<file path="src/rtl/logic_pkg.sv">
// Shared types and helpers for the stream arbiter slice.
// Holds the arbiter state enum and a round-robin index picker.
package logic_pkg;

    // Widest request vector the round-robin helper can scan.
    localparam int RR_MAX = 32;

    typedef enum logic {
        ARBITER_IDLE,
        ARBITER_LOCKED
    } arbiter_state_t;

    // Round-robin pick: the lowest set request strictly above 'last'
    // wins; if none is above it, wrap to the lowest set request.
    // Returns -1 when no request is set.
    function automatic int rr_next(
        input logic [RR_MAX-1:0] req,
        input int                last
    );
        int pick;
        pick = -1;
        for (int i = RR_MAX - 1; i >= 0; i--) begin
            if (req[i]) pick = i;
        end
        for (int i = RR_MAX - 1; i >= 0; i--) begin
            if (req[i] && i > last) pick = i;
        end
        return pick;
    endfunction

endpackage

</file>
<file path="src/rtl/logic_axi4_stream_register.sv">
// Single-stage AXI4-Stream register slice carrying an opaque payload.
// Ports: aclk/sreset, rx_* upstream handshake, tx_* downstream handshake.
module logic_axi4_stream_register #(
    parameter int WIDTH = 8
) (
    input  logic             aclk,
    input  logic             sreset,
    input  logic             rx_tvalid,
    output logic             rx_tready,
    input  logic [WIDTH-1:0] rx_tpayload,
    input  logic             tx_tready,
    output logic             tx_tvalid,
    output logic [WIDTH-1:0] tx_tpayload
);

    // Accept whenever the held beat leaves this cycle or the slot is empty.
    assign rx_tready = tx_tready || !tx_tvalid;

    always_ff @(posedge aclk) begin
        if (sreset) begin
            tx_tvalid   <= 1'b0;
            tx_tpayload <= '0;
        end else if (rx_tready) begin
            tx_tvalid <= rx_tvalid;
            if (rx_tvalid) tx_tpayload <= rx_tpayload;
        end
    end

endmodule

</file>
<file path="src/rtl/logic_clock_domain_crossing_arbiter.sv">
// Packet-aware round-robin arbiter feeding one CDC channel.
// Ports: aclk/sreset, rx_* per-requester streams, tx_* merged stream + tid.
module logic_clock_domain_crossing_arbiter
    import logic_pkg::*;
#(
    parameter int INPUTS = 2,
    parameter int WIDTH  = 8
) (
    input  logic                        aclk,
    input  logic                        sreset,
    input  logic [INPUTS-1:0]           rx_tvalid,
    input  logic [INPUTS-1:0]           rx_tlast,
    input  logic [INPUTS*WIDTH-1:0]     rx_tdata,
    output logic [INPUTS-1:0]           rx_tready,
    input  logic                        tx_tready,
    output logic                        tx_tvalid,
    output logic                        tx_tlast,
    output logic [$clog2(INPUTS)-1:0]   tx_tid,
    output logic [WIDTH-1:0]            tx_tdata
);

    localparam int ID_WIDTH = $clog2(INPUTS);
    localparam int PW       = ID_WIDTH + 1 + WIDTH;

    if (INPUTS < 2 || INPUTS > RR_MAX) begin : g_drc_inputs
        $error("INPUTS out of range");
    end
    if (WIDTH < 1) begin : g_drc_width
        $error("WIDTH must be >= 1");
    end

    arbiter_state_t      state;
    logic [ID_WIDTH-1:0] last_grant;
    logic [ID_WIDTH-1:0] locked_id;

    logic [RR_MAX-1:0]   req;
    int                  pick;
    logic [INPUTS-1:0]   grant;
    logic [ID_WIDTH-1:0] sel;
    logic                stage_ready;
    logic                xfer;
    logic                sel_last;
    logic [WIDTH-1:0]    sel_data;
    logic [PW-1:0]       stage_out;

    always_comb begin
        req = '0;
        req[INPUTS-1:0] = rx_tvalid;
        pick  = rr_next(req, int'(last_grant));
        grant = '0;
        sel   = locked_id;
        if (state == ARBITER_LOCKED) begin
            grant[locked_id] = 1'b1;
        end else if (pick >= 0) begin
            sel = ID_WIDTH'(pick);
            grant[sel] = 1'b1;
        end
    end

    assign rx_tready = (sreset || !stage_ready) ? '0 : grant;
    assign xfer      = |(rx_tvalid & rx_tready);
    assign sel_data  = rx_tdata[sel*WIDTH +: WIDTH];
    assign sel_last  = rx_tlast[sel];

    always_ff @(posedge aclk) begin
        if (sreset) begin
            state      <= ARBITER_IDLE;
            last_grant <= ID_WIDTH'(INPUTS - 1);
            locked_id  <= '0;
        end else if (xfer) begin
            // In LOCKED, sel is locked_id, so the pointer ends on the owner.
            last_grant <= sel;
            if (state == ARBITER_IDLE) begin
                if (!sel_last) begin
                    state     <= ARBITER_LOCKED;
                    locked_id <= sel;
                end
            end else if (sel_last) begin
                state <= ARBITER_IDLE;
            end
        end
    end

    logic_axi4_stream_register #(
        .WIDTH(PW)
    ) u_out_reg (
        .aclk       (aclk),
        .sreset     (sreset),
        .rx_tvalid  (xfer),
        .rx_tready  (stage_ready),
        .rx_tpayload({sel, sel_last, sel_data}),
        .tx_tready  (tx_tready),
        .tx_tvalid  (tx_tvalid),
        .tx_tpayload(stage_out)
    );

    assign {tx_tid, tx_tlast, tx_tdata} = stage_out;

endmodule
</file>
<file path="config.mk">
export PLATFORM = sky130hd
export DESIGN_NAME = logic_clock_domain_crossing_arbiter
export DESIGN_NICKNAME = d
export VERILOG_FILES = /design/src/rtl/logic_pkg.sv /design/src/rtl/logic_axi4_stream_register.sv /design/src/rtl/logic_clock_domain_crossing_arbiter.sv
export SDC_FILE = /design/constraint.sdc
export NUM_CORES = 1
export LEC_CHECK = 0
export ABC_AREA = 1
export CAP_MARGIN = 20
export CELL_PAD_IN_SITES_DETAIL_PLACEMENT = 1
export CELL_PAD_IN_SITES_GLOBAL_PLACEMENT = 2
export CORE_MARGIN = 1.5
export CORE_UTILIZATION = 20
export DETAILED_ROUTE_END_ITERATION = 7
export PLACE_DENSITY = 0.81
export SYNTH_ARGS = -nofsm -noshare
export SYNTH_HDL_FRONTEND = slang
export SYNTH_HIERARCHICAL = 1
export SYNTH_SLANG_ARGS = --single-unit
export TNS_END_PERCENT = 10
</file>
<file path="constraint.sdc">
create_clock -name aclk -period 2.11 [get_ports aclk]
set_clock_uncertainty 0.15 [all_clocks]
set_input_delay 0.211 -clock aclk [delete_from_list [all_inputs] [get_ports aclk]]
set_output_delay 0.211 -clock aclk [all_outputs]
set_load 0.01 [all_outputs]
</file>
# Word-level counts from Yosys, hierarchy flattened
# Index checks and enable logic that the tools add are counted.
dict set report totals {
  output_inout_bits 13
  input_bits 23
  register_bits 14
}
dict set report op_classes {
  n_reduce_logical 10
  n_bitwise 3
  muxes 15
  shifts 1
  magnitude_cmp 7
}
# op count
set ops {}
lappend ops {{32-bit two-way mux} 3}
lappend ops {{32-bit by 1-bit >= comparator with 1-bit output, second input constant} 1}
lappend ops {{16-bit by 5-bit variable part select with 8-bit output} 1}
lappend ops {{1-bit two-way mux} 7}
lappend ops {{1-bit by 2-bit < comparator with 1-bit output, second input constant} 3}
lappend ops {{2-bit two-way mux} 3}
lappend ops {{1-bit logical AND} 3}
lappend ops {{3-bit AND reduction} 1}
lappend ops {{2-bit AND} 1}
lappend ops {{1-bit demux with 1-bit select} 2}
lappend ops {{1-bit >= comparator, second input constant} 2}
lappend ops {{1-bit zero test} 2}
lappend ops {{1-bit logical OR} 2}
lappend ops {{1-bit NOT} 2}
lappend ops {{2-bit AND reduction} 1}
lappend ops {{2-bit OR reduction} 1}
lappend ops {{1-bit greater-than comparator, first input constant} 1}

# Depth between registers and ports, before layout
# Gate-level depths: netlist of run 1.
dict set report logic_depth {
  ltp_word 13
  ltp_mapped 12
  mapped_depth_nobuf 11
}

# By module
# The synthesis of run 1 kept the hierarchy.
# module area_each_um2 instances seq_area_each_um2 cells_per_inst
set by_module_without_submodules {}
lappend by_module_without_submodules {logic_axi4_stream_register 499.2 1 220.2 70}
lappend by_module_without_submodules {logic_clock_domain_crossing_arbiter 366.6 1 60.1 70}

# Worst setup path before layout of run 1
# Ideal clock, no wire load.
dict set report synth_path {
  path_type {reg-to-reg}
  start {reg u_out_reg.tx_tvalid}
  end {reg u_out_reg.tx_tpayload[9]}
  synth_period_minus_slack_ps 1606
  required_ps 1845
  arrival_time_ps 1341
  setup_time_ps 115
  stages_incl_launch_ff 11
  setup_slack_ps 504
  cell_sequence {dfxtp_1 nand2_2 clkbuf_8 nand2_1 a21oi_2 nand3_2 nand2_2 buf_4 nand3_1 nand2_1 nor2_1}
}
dict set report synth_between {
  elab_chain_cells 8
}
# element line_no
set synth_rtl {}
lappend synth_rtl {{start: declaration} logic_axi4_stream_register.sv:12} ;# output logic tx_tvalid,
lappend synth_rtl {{start signal: assignment} logic_axi4_stream_register.sv:24} ;# tx_tvalid <= rx_tvalid;
lappend synth_rtl {{1-bit zero test} logic_axi4_stream_register.sv:17} ;# assign rx_tready = tx_tready || !tx_tvalid;
lappend synth_rtl {{1-bit logical OR} logic_axi4_stream_register.sv:17}
lappend synth_rtl {{via stage_ready} logic_clock_domain_crossing_arbiter.sv:40} ;# logic stage_ready;
lappend synth_rtl {{1-bit zero test} logic_clock_domain_crossing_arbiter.sv:60} ;# assign rx_tready = (sreset || !stage_ready) ? '0 : grant;
lappend synth_rtl {{1-bit logical OR} logic_clock_domain_crossing_arbiter.sv:60}
lappend synth_rtl {{2-bit two-way mux} logic_clock_domain_crossing_arbiter.sv:60}
lappend synth_rtl {{2-bit AND} logic_clock_domain_crossing_arbiter.sv:61} ;# assign xfer = |(rx_tvalid & rx_tready);
lappend synth_rtl {{2-bit OR reduction} logic_clock_domain_crossing_arbiter.sv:61}
lappend synth_rtl {{via xfer} logic_clock_domain_crossing_arbiter.sv:41} ;# logic xfer;
lappend synth_rtl {{2-bit AND reduction (no line)} --}
lappend synth_rtl {{end signal: assignment} logic_axi4_stream_register.sv:25} ;# if (rx_tvalid) tx_tpayload <= rx_tpayload;
lappend synth_rtl {{end: declaration} logic_axi4_stream_register.sv:13} ;# output logic [WIDTH-1:0] tx_tpayload
# The timed path passes the listed nets, and every way through them passes these cells.
# A chain may end at the register's enable or synchronous reset.

# Final worst setup path of run 1
dict set report layout_path {
  start {in rx_tvalid[0]}
  end {out rx_tready[0]}
}
dict set report layout_between {
  elab_chain_cells 9
  elab_cells_between_ends 11
  cone_classes {order compare (3); mux (7); reduce/logical (1)}
}
# element line_no
set layout_rtl {}
lappend layout_rtl {{start: declaration} logic_clock_domain_crossing_arbiter.sv:11} ;# input logic [INPUTS-1:0] rx_tvalid,
lappend layout_rtl {{32-bit two-way mux (*)} logic_pkg.sv:23} ;# if (req[i]) pick = i;
lappend layout_rtl {{32-bit two-way mux (*)} logic_pkg.sv:26} ;# if (req[i] && i > last) pick = i;
lappend layout_rtl {{parallel branches: the longest is 4 deep, another holds 32-bit by 1-bit >= comparator with 1-bit output} --}
lappend layout_rtl {{2-bit two-way mux (*)} logic_clock_domain_crossing_arbiter.sv:54} ;# end else if (pick >= 0) begin
lappend layout_rtl {{2-bit two-way mux (*)} logic_clock_domain_crossing_arbiter.sv:52} ;# if (state == ARBITER_LOCKED) begin
lappend layout_rtl {{2-bit two-way mux (*)} logic_clock_domain_crossing_arbiter.sv:60}
lappend layout_rtl {{end: declaration} logic_clock_domain_crossing_arbiter.sv:14} ;# output logic [INPUTS-1:0] rx_tready,
# Every way passes the cells marked *.

==> results.json, run 1 <==
{
  "area_delta_synth_final_pct": 55.06,
  "placed_area_um2": 1270,
  "critPathArrivalTime_ns": 1.60,
  "p_comb_share_pct": 34.7,
  "cp.required_ns": 1.75,
  "ir_drop_uv": 219.8,
  "synth-seq-area-share_pct": 32.37,
  "nets": 204,
  "ant_nets": 0,
  "drt-total-wl_um": 2468,
  "switching_share_pct": 29.90,
  "rows": 23,
  "netlist.area_leader.share_pct": 32.37,
  "die_w_um": 68.80,
  "pwr-share-clk_pct": 29.9,
  "io_pins": 36,
  "crit_path_end_kind": "primary output",
  "timing.slew.headroom_pct": 81.59,
  "overflow": 0,
  "clock_sinks": 14,
  "cts_tree": "yes",
  "multi_input_area_um2": 444.2,
  "grt_pass1_wl_um": 4146,
  "fin_crit_sh_pct": 93.08,
  "seqCellArea_um2": 280.3,
  "p_leak_uw": 0.0006523,
  "clk_latency_ns": 0.24,
  "power_frac_seq_pct": 35.4,
  "critPathKind": "primary input to primary output",
  "start_util_pct": 21.19,
  "fmax_mhz": 509.1,
  "drtIter0Drc": 21,
  "grt_max_degree": 26,
  "avgSynthCellArea_um2": 6.185,
  "synth.largest_area_cell": "dfxtp_1",
  "antenna_found_initial": 0,
  "tightest_slew_ns": 0.2744,
  "path_max_fanout": 3,
  "antenna_cells": 0,
  "drv_cap": 0,
  "powerDensity_nw_per_um2": 648.9,
  "dpl.hpwl_um": 1955,
  "via_per_inst": 4.126,
  "grt_pass1_vias": 935,
  "ys_types": 19,
  "drc": 0,
  "min_period_ns": 1.964,
  "dr_total_vias": 949,
  "syn-cell-area_um2": 865.8,
  "synth_nets": 163,
  "p_sw_uw": 260.5,
  "hold_class": "register to register",
  "n_fill_cell": 524,
  "setup.worst_path.start_class": "primary input",
  "cts_buffer_depth": 2,
  "die-area_um2": 4733,
  "gp_congestion": 0.7342,
  "rsz0062_at_grt": "false",
  "routedWlPerCell_um": 10.73,
  "finalHoldViolCount": 0,
  "yosys_register_bits": 14,
  "status": "finished, final reports clean",
  "finalSetupViolations": 0,
  "die_y_um": 68.80,
  "cts_made_buffers": 3,
  "coreArea_um2": 4086,
  "finalMaxSlewViolations": 0,
  "worst_hold_slack_ns": 0.3317,
  "p_int_uw": 610.7,
  "layout-drive-gt1-share_pct": 12.22,
  "firstDrtPassIters": 3,
  "grt_use_total_pct": 11.54,
  "clkTransAtPathRegs_ns": 0.06,
  "root_buffer": "clkbuf_8",
  "syn_inst": 140,
  "port-buffer-count": 35,
  "design_area_um2": 1343,
  "ys_warn_count": 6,
  "htreeDepth": 1,
  "synth_area_leaders": "dfxtp_1, nand2_1, inv_1"
}
## flip-flops by register name, summed over array words and instances, names as in the netlist
name,cells
state,1
u_out_reg/tx_tvalid,1
last_grant,1
u_out_reg/tx_tpayload,10
locked_id,1
## stage by stage
step | setup slack, ns | util [%] | std cells | total power, uW | TNS (ns)
2_1_floorplan | 0.5038 | - | 140 | 481.5 | 0
3_3_place_gp | 0.05886 | 31.08 | 224 | 605.4 | 0
3_5_place_dp | -0.001706 | 31.08 | 224 | 617.3 | -0.001706
4_1_cts | 0.008467 | 32.43 | 228 | 877.2 | 0
5_1_grt | 0.07037 | 32.85 | 230 | 940.7 | 0
6_report | 0.1459 | 32.85 | 230 | 871.2 | 0
## layer usage
metal  wire [um]  GRT usage, %
met1        1063         14.15
met2        1252         21.03
met3         114        0.9740
met4          38         3.922
met5           0             0
## final timing paths
kind | end | cells after the start | slack [ns] | from
worst max-delay path | rx_tready[0] | 6 | 0.15 | rx_tvalid[0]
worst min-delay path | u_out_reg/tx_tpayload[8] | 2 | 0.33 | u_out_reg/tx_tpayload[8]
worst max register to register | u_out_reg/tx_tpayload[0] | 9 | 0.48 | state
worst min register to register | u_out_reg/tx_tpayload[8] | 2 | 0.33 | u_out_reg/tx_tpayload[8]
## cell usage after synthesis
cell	n
inv_1	21
inv_2	2
nand3_1	12
buf_6	2
clkinv_1	1
dfxtp_1	14
nor2_1	14
clkbuf_8	1
nor2_2	2
a21oi_2	2
a21oi_1	12
nand3b_1	1
o211ai_1	1
nand4_1	3
nand2_2	4
nand3_2	1
nand2_1	44
and2_2	1
buf_4	2
## logic make-up after synthesis
logic type | count (synthesis) | share of synthesized area, %
buffers and inverters | 29 | 16.33
DFF | 14 | 32.37
AOI/OAI and AO/OA | 15 | 9.828
and+or+nand+nor | 82 | 41.47
## worst max-delay path: stages
cell and delay (ns):
clkdlybuf4s50_1 0.50, inv_1 0.06, nor2_2 0.12, a21oi_2 0.08, nor2_1 0.09, clkdlybuf4s50_1 0.54
## timing repair
action,4_1_cts,5_1_grt
endpoints found under the setup margin,1,1
hold buffers,0,0
hold endpoints to repair,0,0
setup buffers,0,2
pin swaps,1,1
gates resized for setup,0,1
## cell usage in the layout (no fill, tap or decap), types with 2 or more instances in the layout
cell and n:
nand4_1 3, inv_1 21, inv_2 2, clkdlybuf4s50_1 34
a21oi_1 12, clkbuf_8 4, nor2_2 2, nor2_1 14
nand2_1 44, a21oi_2 2, dfxtp_1 14, nand2_2 4
buf_4 5, nand3_1 12
## final cells by class
cell class,count,area share [%]
inverters,24,6.710
repair buffers,41,30.57
clock buffers,4,4.101
flip-flops and latches,14,20.88
multi-input cells,97,33.08
well taps,50,4.660
## power groups by stage
stage	sequential [uW]	combinational (uW)	clock (uW)
after global placement	314	292	0
after CTS	309	304	264
after floorplan	322	159	0
after global routing	312	346	283
final	308	302	260
after detailed placement	315	303	0
(Power assumes the default switching activity.)
==> inputs of run 2 (changes only) <==
Settings changed: TNS_END_PERCENT 10 to 5.
==> results of run 2 <==
The final DEF is identical to that of run 1; final timing and power are the same.
